[config.mk]
export PLATFORM = sky130hd
export DESIGN_NAME = mem_arbiter
export DESIGN_NICKNAME = d
export VERILOG_FILES = /design/src/rtl/mem_arb_pkg.sv /design/src/rtl/arb_pick.sv /design/src/rtl/mem_arbiter.sv
export SDC_FILE = /design/constraint.sdc
export NUM_CORES = 1
export LEC_CHECK = 0
export CORE_MARGIN = 10
export CORE_UTILIZATION = 40
export CTS_CLUSTER_DIAMETER = 200
export DETAILED_ROUTE_END_ITERATION = 8
export PLACE_DENSITY = 0.91
export SYNTH_ARGS = -nofsm -noshare
export SYNTH_HDL_FRONTEND = slang
export SYNTH_SLANG_ARGS = --single-unit
export TNS_END_PERCENT = 1
[constraint.sdc]
create_clock -name clk -period 1.8 [get_ports clk]
set_input_delay 0.54 -clock clk [delete_from_list [all_inputs] [get_ports clk]]
set_output_delay 0.54 -clock clk [all_outputs]
set_load 0.02 [all_outputs]
[src/rtl/mem_arb_pkg.sv]
// Shared encodings for the unified-memory arbiter: FSM states and owner codes.
package mem_arb_pkg;

    typedef enum logic [1:0] {
        ARB_IDLE = 2'd0,
        ARB_BUSY = 2'd1,
        ARB_RESP = 2'd2
    } arb_state_e;

    localparam logic OWN_I = 1'b0;
    localparam logic OWN_D = 1'b1;

endpackage

[src/rtl/arb_pick.sv]
// Combinational grant picker for the memory arbiter.
// MEM_ARB_RR_EN selects round-robin on collisions; otherwise data always wins.
module arb_pick
    import mem_arb_pkg::*;
(
    input  logic i_req,
    input  logic d_req,
    input  logic flush,
    input  logic last_owner,
    output logic gnt_valid,
    output logic gnt_owner
);

    logic i_ok;

    // A flushed fetch is stale, so it never competes for the memory.
    assign i_ok      = i_req & ~flush;
    assign gnt_valid = d_req | i_ok;

`ifdef MEM_ARB_RR_EN
    assign gnt_owner = (d_req & i_ok) ? ~last_owner : (d_req ? OWN_D : OWN_I);
`else
    logic unused_last_owner;
    assign unused_last_owner = last_owner;
    assign gnt_owner         = d_req ? OWN_D : OWN_I;
`endif

endmodule

[src/rtl/mem_arbiter.sv]
// Arbitrates one single-port memory between instruction fetch and MEM-stage data.
// Define MEM_ARB_RR_EN for round-robin on simultaneous requests (default: data priority).
module mem_arbiter
    import mem_arb_pkg::*;
#(
    parameter int AW = 32,
    parameter int DW = 32
) (
    input  logic          clk,
    input  logic          rst_n,
    input  logic          flush,
    input  logic          i_req,
    input  logic [AW-1:0] i_addr,
    output logic [DW-1:0] i_rdata,
    output logic          i_valid,
    input  logic          d_req,
    input  logic          d_we,
    input  logic [AW-1:0] d_addr,
    input  logic [DW-1:0] d_wdata,
    input  logic [2:0]    d_ctrl,
    output logic [DW-1:0] d_rdata,
    output logic          d_valid,
    output logic          m_req,
    output logic          m_we,
    output logic [AW-1:0] m_addr,
    output logic [DW-1:0] m_wdata,
    output logic [2:0]    m_ctrl,
    input  logic [DW-1:0] m_rdata,
    input  logic          m_ack,
    output logic          stall_if,
    output logic          stall_mem
);

    arb_state_e    state_q, state_d;
    logic          owner_q, owner_d;
    logic          drop_q, drop_d;
    logic          we_q, we_d;
    logic [AW-1:0] addr_q, addr_d;
    logic [DW-1:0] wdata_q, wdata_d;
    logic [2:0]    ctrl_q, ctrl_d;
    logic [DW-1:0] i_rdata_q, i_rdata_d;
    logic [DW-1:0] d_rdata_q, d_rdata_d;

    logic last_owner;
    logic gnt_valid;
    logic gnt_owner;

`ifdef MEM_ARB_RR_EN
    logic last_owner_q;

    always_ff @(posedge clk or negedge rst_n) begin
        if (!rst_n) begin
            last_owner_q <= OWN_I;
        end else if (state_q == ARB_IDLE && gnt_valid) begin
            last_owner_q <= gnt_owner;
        end
    end

    assign last_owner = last_owner_q;
`else
    assign last_owner = OWN_I;
`endif

    arb_pick u_pick (
        .i_req      (i_req),
        .d_req      (d_req),
        .flush      (flush),
        .last_owner (last_owner),
        .gnt_valid  (gnt_valid),
        .gnt_owner  (gnt_owner)
    );

    always_comb begin
        state_d   = state_q;
        owner_d   = owner_q;
        drop_d    = drop_q;
        we_d      = we_q;
        addr_d    = addr_q;
        wdata_d   = wdata_q;
        ctrl_d    = ctrl_q;
        i_rdata_d = i_rdata_q;
        d_rdata_d = d_rdata_q;
        case (state_q)
            ARB_IDLE: begin
                drop_d = 1'b0;
                if (gnt_valid) begin
                    owner_d = gnt_owner;
                    state_d = ARB_BUSY;
                    if (gnt_owner == OWN_D) begin
                        addr_d  = d_addr;
                        we_d    = d_we;
                        wdata_d = d_wdata;
                        ctrl_d  = d_ctrl;
                    end else begin
                        addr_d  = i_addr;
                        we_d    = 1'b0;
                        wdata_d = '0;
                        ctrl_d  = 3'b000;
                    end
                end
            end
            ARB_BUSY: begin
                if (flush && owner_q == OWN_I) begin
                    drop_d = 1'b1;
                end
                if (m_ack) begin
                    state_d = ARB_RESP;
                    // A flush landing on the ack cycle must already block the capture.
                    if (owner_q == OWN_I && !drop_q && !flush) begin
                        i_rdata_d = m_rdata;
                    end
                    if (owner_q == OWN_D && !we_q) begin
                        d_rdata_d = m_rdata;
                    end
                end
            end
            ARB_RESP: begin
                state_d = ARB_IDLE;
                drop_d  = 1'b0;
            end
            default: begin
                state_d = ARB_IDLE;
            end
        endcase
    end

    always_ff @(posedge clk or negedge rst_n) begin
        if (!rst_n) begin
            state_q   <= ARB_IDLE;
            owner_q   <= OWN_D;
            drop_q    <= 1'b0;
            we_q      <= 1'b0;
            addr_q    <= '0;
            wdata_q   <= '0;
            ctrl_q    <= 3'b000;
            i_rdata_q <= '0;
            d_rdata_q <= '0;
        end else begin
            state_q   <= state_d;
            owner_q   <= owner_d;
            drop_q    <= drop_d;
            we_q      <= we_d;
            addr_q    <= addr_d;
            wdata_q   <= wdata_d;
            ctrl_q    <= ctrl_d;
            i_rdata_q <= i_rdata_d;
            d_rdata_q <= d_rdata_d;
        end
    end

    // m_req is decoded from state so an asynchronous reset drops it at once.
    assign m_req   = (state_q == ARB_BUSY);
    assign m_we    = we_q;
    assign m_addr  = addr_q;
    assign m_wdata = wdata_q;
    assign m_ctrl  = ctrl_q;

    // A flush arriving in the response cycle still suppresses the fetch pulse.
    assign i_valid = (state_q == ARB_RESP) && (owner_q == OWN_I) && !drop_q && !flush;
    assign d_valid = (state_q == ARB_RESP) && (owner_q == OWN_D);
    assign i_rdata = i_rdata_q;
    assign d_rdata = d_rdata_q;

    assign stall_if  = i_req & ~i_valid;
    assign stall_mem = d_req & ~d_valid;

endmodule

==> results.toml <==
[placement]
place.detailed.instances = 789
hpwlAfterDp_mm = 13.7
gp_congestion = 0.772
place.port_buffers = 274
pre_cts_slack_ns = -0.844

[run_status]
violations = "negative setup slack"
outcome = "finished with violations"

[yosys]
synth.cell_area_mm2 = 0.00555
post_synth_num_cell_types = 21
post-synth-top-count-cell = "dfrtp_1"
most_used_standard_cells_in_the_synthesized_netlist = "135 x dfrtp_1, 98 x mux2_2, 36 x a22o_1"
synthesis.nets = 480
netlist_instances = 342
synthArstFlopShare = 1.00
post_synth.cell_area_avg_um2 = 16.2
post-synth-top-area-cell = "dfrtp_1"
synth_seq_cells = 136
yosys.area.top_type_share = 0.608
ys.flop_type = "dfrtp_1"
synth.area.top_cells = "dfrtp_1 61%, mux2_2 20%, mux2_4 8.1%"
number_of_enable_flip_flop_cells_after_synthesis = 0
seq_area_frac_synth = 0.613
yosys_synthesis_warning_count = 0

[setup_path]
worst-r2r-setup-slack_ns = 0.07
worst_ep_required_time_ns = 1.26
path_buf_inv = 1
highest_cell_delay_on_the_worst_timing_path_ns = 0.58
setup.worst_path.class = "reg -> out"
timing.critical_path.to_type = "primary output"
worstPathArrival_ns = 1.53
cp_cell_sequence = "nor3_2 -> and3b_2 -> nor2b_4 -> buf_6"
path_delay_family = "flip-flops"
critical_path.slowest_cell = "dfstp_2"
path_depth = 4
timing.critical_path.fanout_max = 5
rr_worst_depth = 6
cp-start-kind = "flip-flop"

[grt]
grt_antenna_before_repair = 0
grt_first_pass_wirelength_mm = 26.5
leftover_overflow_at_the_end_of_global_routing = 0
grt_pass1_vias = 4605
grtUsageTotal = 0.182
grt_max_degree = 48

[final_layout]
fin_nets = 771
ratio_of_cells_with_drive_above_1_in_the_final_layout = 0.307
number_of_cells_in_the_finished_layout_apart_from_fillers = 822
fill_cells = 966
multi_input_area_mm2 = 0.00203
area_occupied_by_registers_mm2 = 0.00341
finish.utilization = 0.676
diodes = 0
synthesis_to_layout_area_growth_pct = 63.0

[cts]
worst_setup_hold_path_clk_slew_ns = 0.06
cts_root_buf = "clkbuf_16"
cts.htree.levels = 4
cts-buffers-inserted = 17
cts.hold.buffers_added = 0
cts_max_path_buffers = 2
clock_tree_from_tritoncts = "yes"
clock_sinks = 136
clock_latency_ns = 0.41

[timing]
setup_repair_after_global_routing_missed_its_margin = "true"
fmax_mhz = 483
slack_of_the_critical_path_ns = -0.271
slew-limit-headroom = 0.731
final_max_slew_viol_count = 0
hold_viol_final = 0
max_slew.worst_pin.slew_ns = 0.403
setup_viol = 4
skew_ns = 0.00935
time_the_final_worst_path_needs_with_i_o_delays_and_setup_ns = 2.07
final.setup.tns_ns = -0.780
fin_crit_sh = 1.15

[power_and_ir_drop]
power.internal_w = 0.0103
power.share.switching = 0.377
power_per_unit_of_standard_cell_area_mw_per_mm2 = 1820
ir_worst_vdd_mv = 1.02
power.share.combinational = 0.454
power.switching_w = 0.00622
leakage_nw = 4.25
share_seq_of_total_power = 0.336
clkPwrFrac = 0.210

[route]
wl_per_cell_um = 21.4
via_count = 4042
drt_iter0_drc = 146
first_pass_iters = 4
drt.antenna.violating_nets = 0
wirelength_mm = 17.6
post-route-drc-count = 0
routed_via_density = 4.92

[job]
drv_cap = 0

[min_path]
timing.hold.worst.class = "in -> async"

[floorplanning]
design.die.area_mm2 = 0.0190
io_pins = 275
initial_utilization = 0.414
die-height_um = 138
fp-row-count = 42
die_w_um = 138
core_mm2 = 0.0134
cell usage in the layout, fill, tap and decap left out, drive strengths merged:
| master | synthesis | routed |
|---|---|---|
| clkinv | 0 | 3 |
| inv | 1 | 7 |
| clkinvlp | 0 | 4 |
| a21o | 1 | 1 |
| and2 | 1 | 1 |
| buf | 19 | 26 |
| clkdlybuf4s50 | 0 | 135 |
| nand2 | 2 | 2 |
| dfstp | 1 | 1 |
| a22o | 36 | 36 |
| a21oi | 1 | 1 |
| bufinv | 0 | 2 |
| nor3 | 1 | 1 |
| nand2b | 1 | 1 |
| mux2 | 128 | 128 |
| clkbuf | 3 | 17 |
| and3b | 4 | 4 |
| nor2b | 4 | 4 |
| nor2 | 2 | 2 |
| dfrtp | 135 | 135 |
| o21ai | 2 | 2 |
| dlygate4sd2 | 0 | 133 |
flip-flops by register name (all words and copies together) (netlist names):
register,flops
d_rdata,32
drop_q,1
i_rdata,32
m_addr,32
m_ctrl,3
m_wdata,32
m_we,1
owner_q,1
state_q,2
per-stage QoR:
stage | total power, W | hold slack, ns | area [µm²]
2_1_floorplan | 0.00978 | 0.244 | 5560
3_3_place_gp | 0.0139 | 0.466 | 8590
3_5_place_dp | 0.0142 | 0.472 | 8590
4_1_cts | 0.0167 | 0.0279 | 9050
5_1_grt | 0.0173 | 0.0374 | 9050
6_report | 0.0165 | 0.0312 | 9050
worst reg2reg max path: cells and delay by family (launching register included):
family	cells	cell delay, ns
DFF	1	0.58
buffers and inverters	3	0.47
muxes	1	0.39
and+or+nand+nor	2	0.17
path summary, 6_finish.rpt:
kind                                    startpoint                      end
max                            owner_q$_DFFE_PN1P_                 stall_if
min                                          rst_n  d_rdata[11]$_DFFE_PN0P_
max reg2reg                    owner_q$_DFFE_PN1P_   i_rdata[2]$_DFFE_PN0P_
min reg2reg                m_wdata[26]$_DFFE_PN0P_  m_wdata[26]$_DFFE_PN0P_
max in group asynchronous                    rst_n      owner_q$_DFFE_PN1P_
min in group clk           m_wdata[26]$_DFFE_PN0P_  m_wdata[26]$_DFFE_PN0P_
routing by layer:
| metal | GRT usage | vias up | wire length [µm] |
|---|---|---|---|
| li1 | - | 1831 | - |
| met4 | 0.0579 | 0 | 301 |
| met5 | 0 | - | 0 |
| met3 | 0.0834 | 24 | 1830 |
| met2 | 0.307 | 208 | 8930 |
| met1 | 0.200 | 1979 | 6520 |
power by group through the flow:
stage | Clock, W | Combinational (W) | Sequential, W
after floorplan | 0 | 0.00245 | 0.00732
after global placement | 0 | 0.00843 | 0.00548
after detailed placement | 0 | 0.00863 | 0.00559
after CTS | 0.00353 | 0.00762 | 0.00553
after global routing | 0.00365 | 0.00792 | 0.00572
final | 0.00347 | 0.00748 | 0.00554
cell type report:
cell class                 count  area share
sequential                   136       0.376
clock inverter                15      0.0185
timing repair buffer         294       0.310
multi-input combinational    183       0.224
clock buffer                  17      0.0470
tap                          176      0.0243
inverter                       1    0.000415
cells by family after synthesis:
logic type / share of synthesized area
AO/OA/AOI/OAI: 0.0615
AND/OR/NAND/NOR: 0.0167
multiplexers: 0.280
flip-flops: 0.613
buffers and inverters: 0.0291
repair_timing:
action,CTS,global route
pin swaps,1,0
setup buffers,1,0
resized for setup,166,4
endpoints found under the setup margin,137,28
Power figures use the tool's default switching activity.
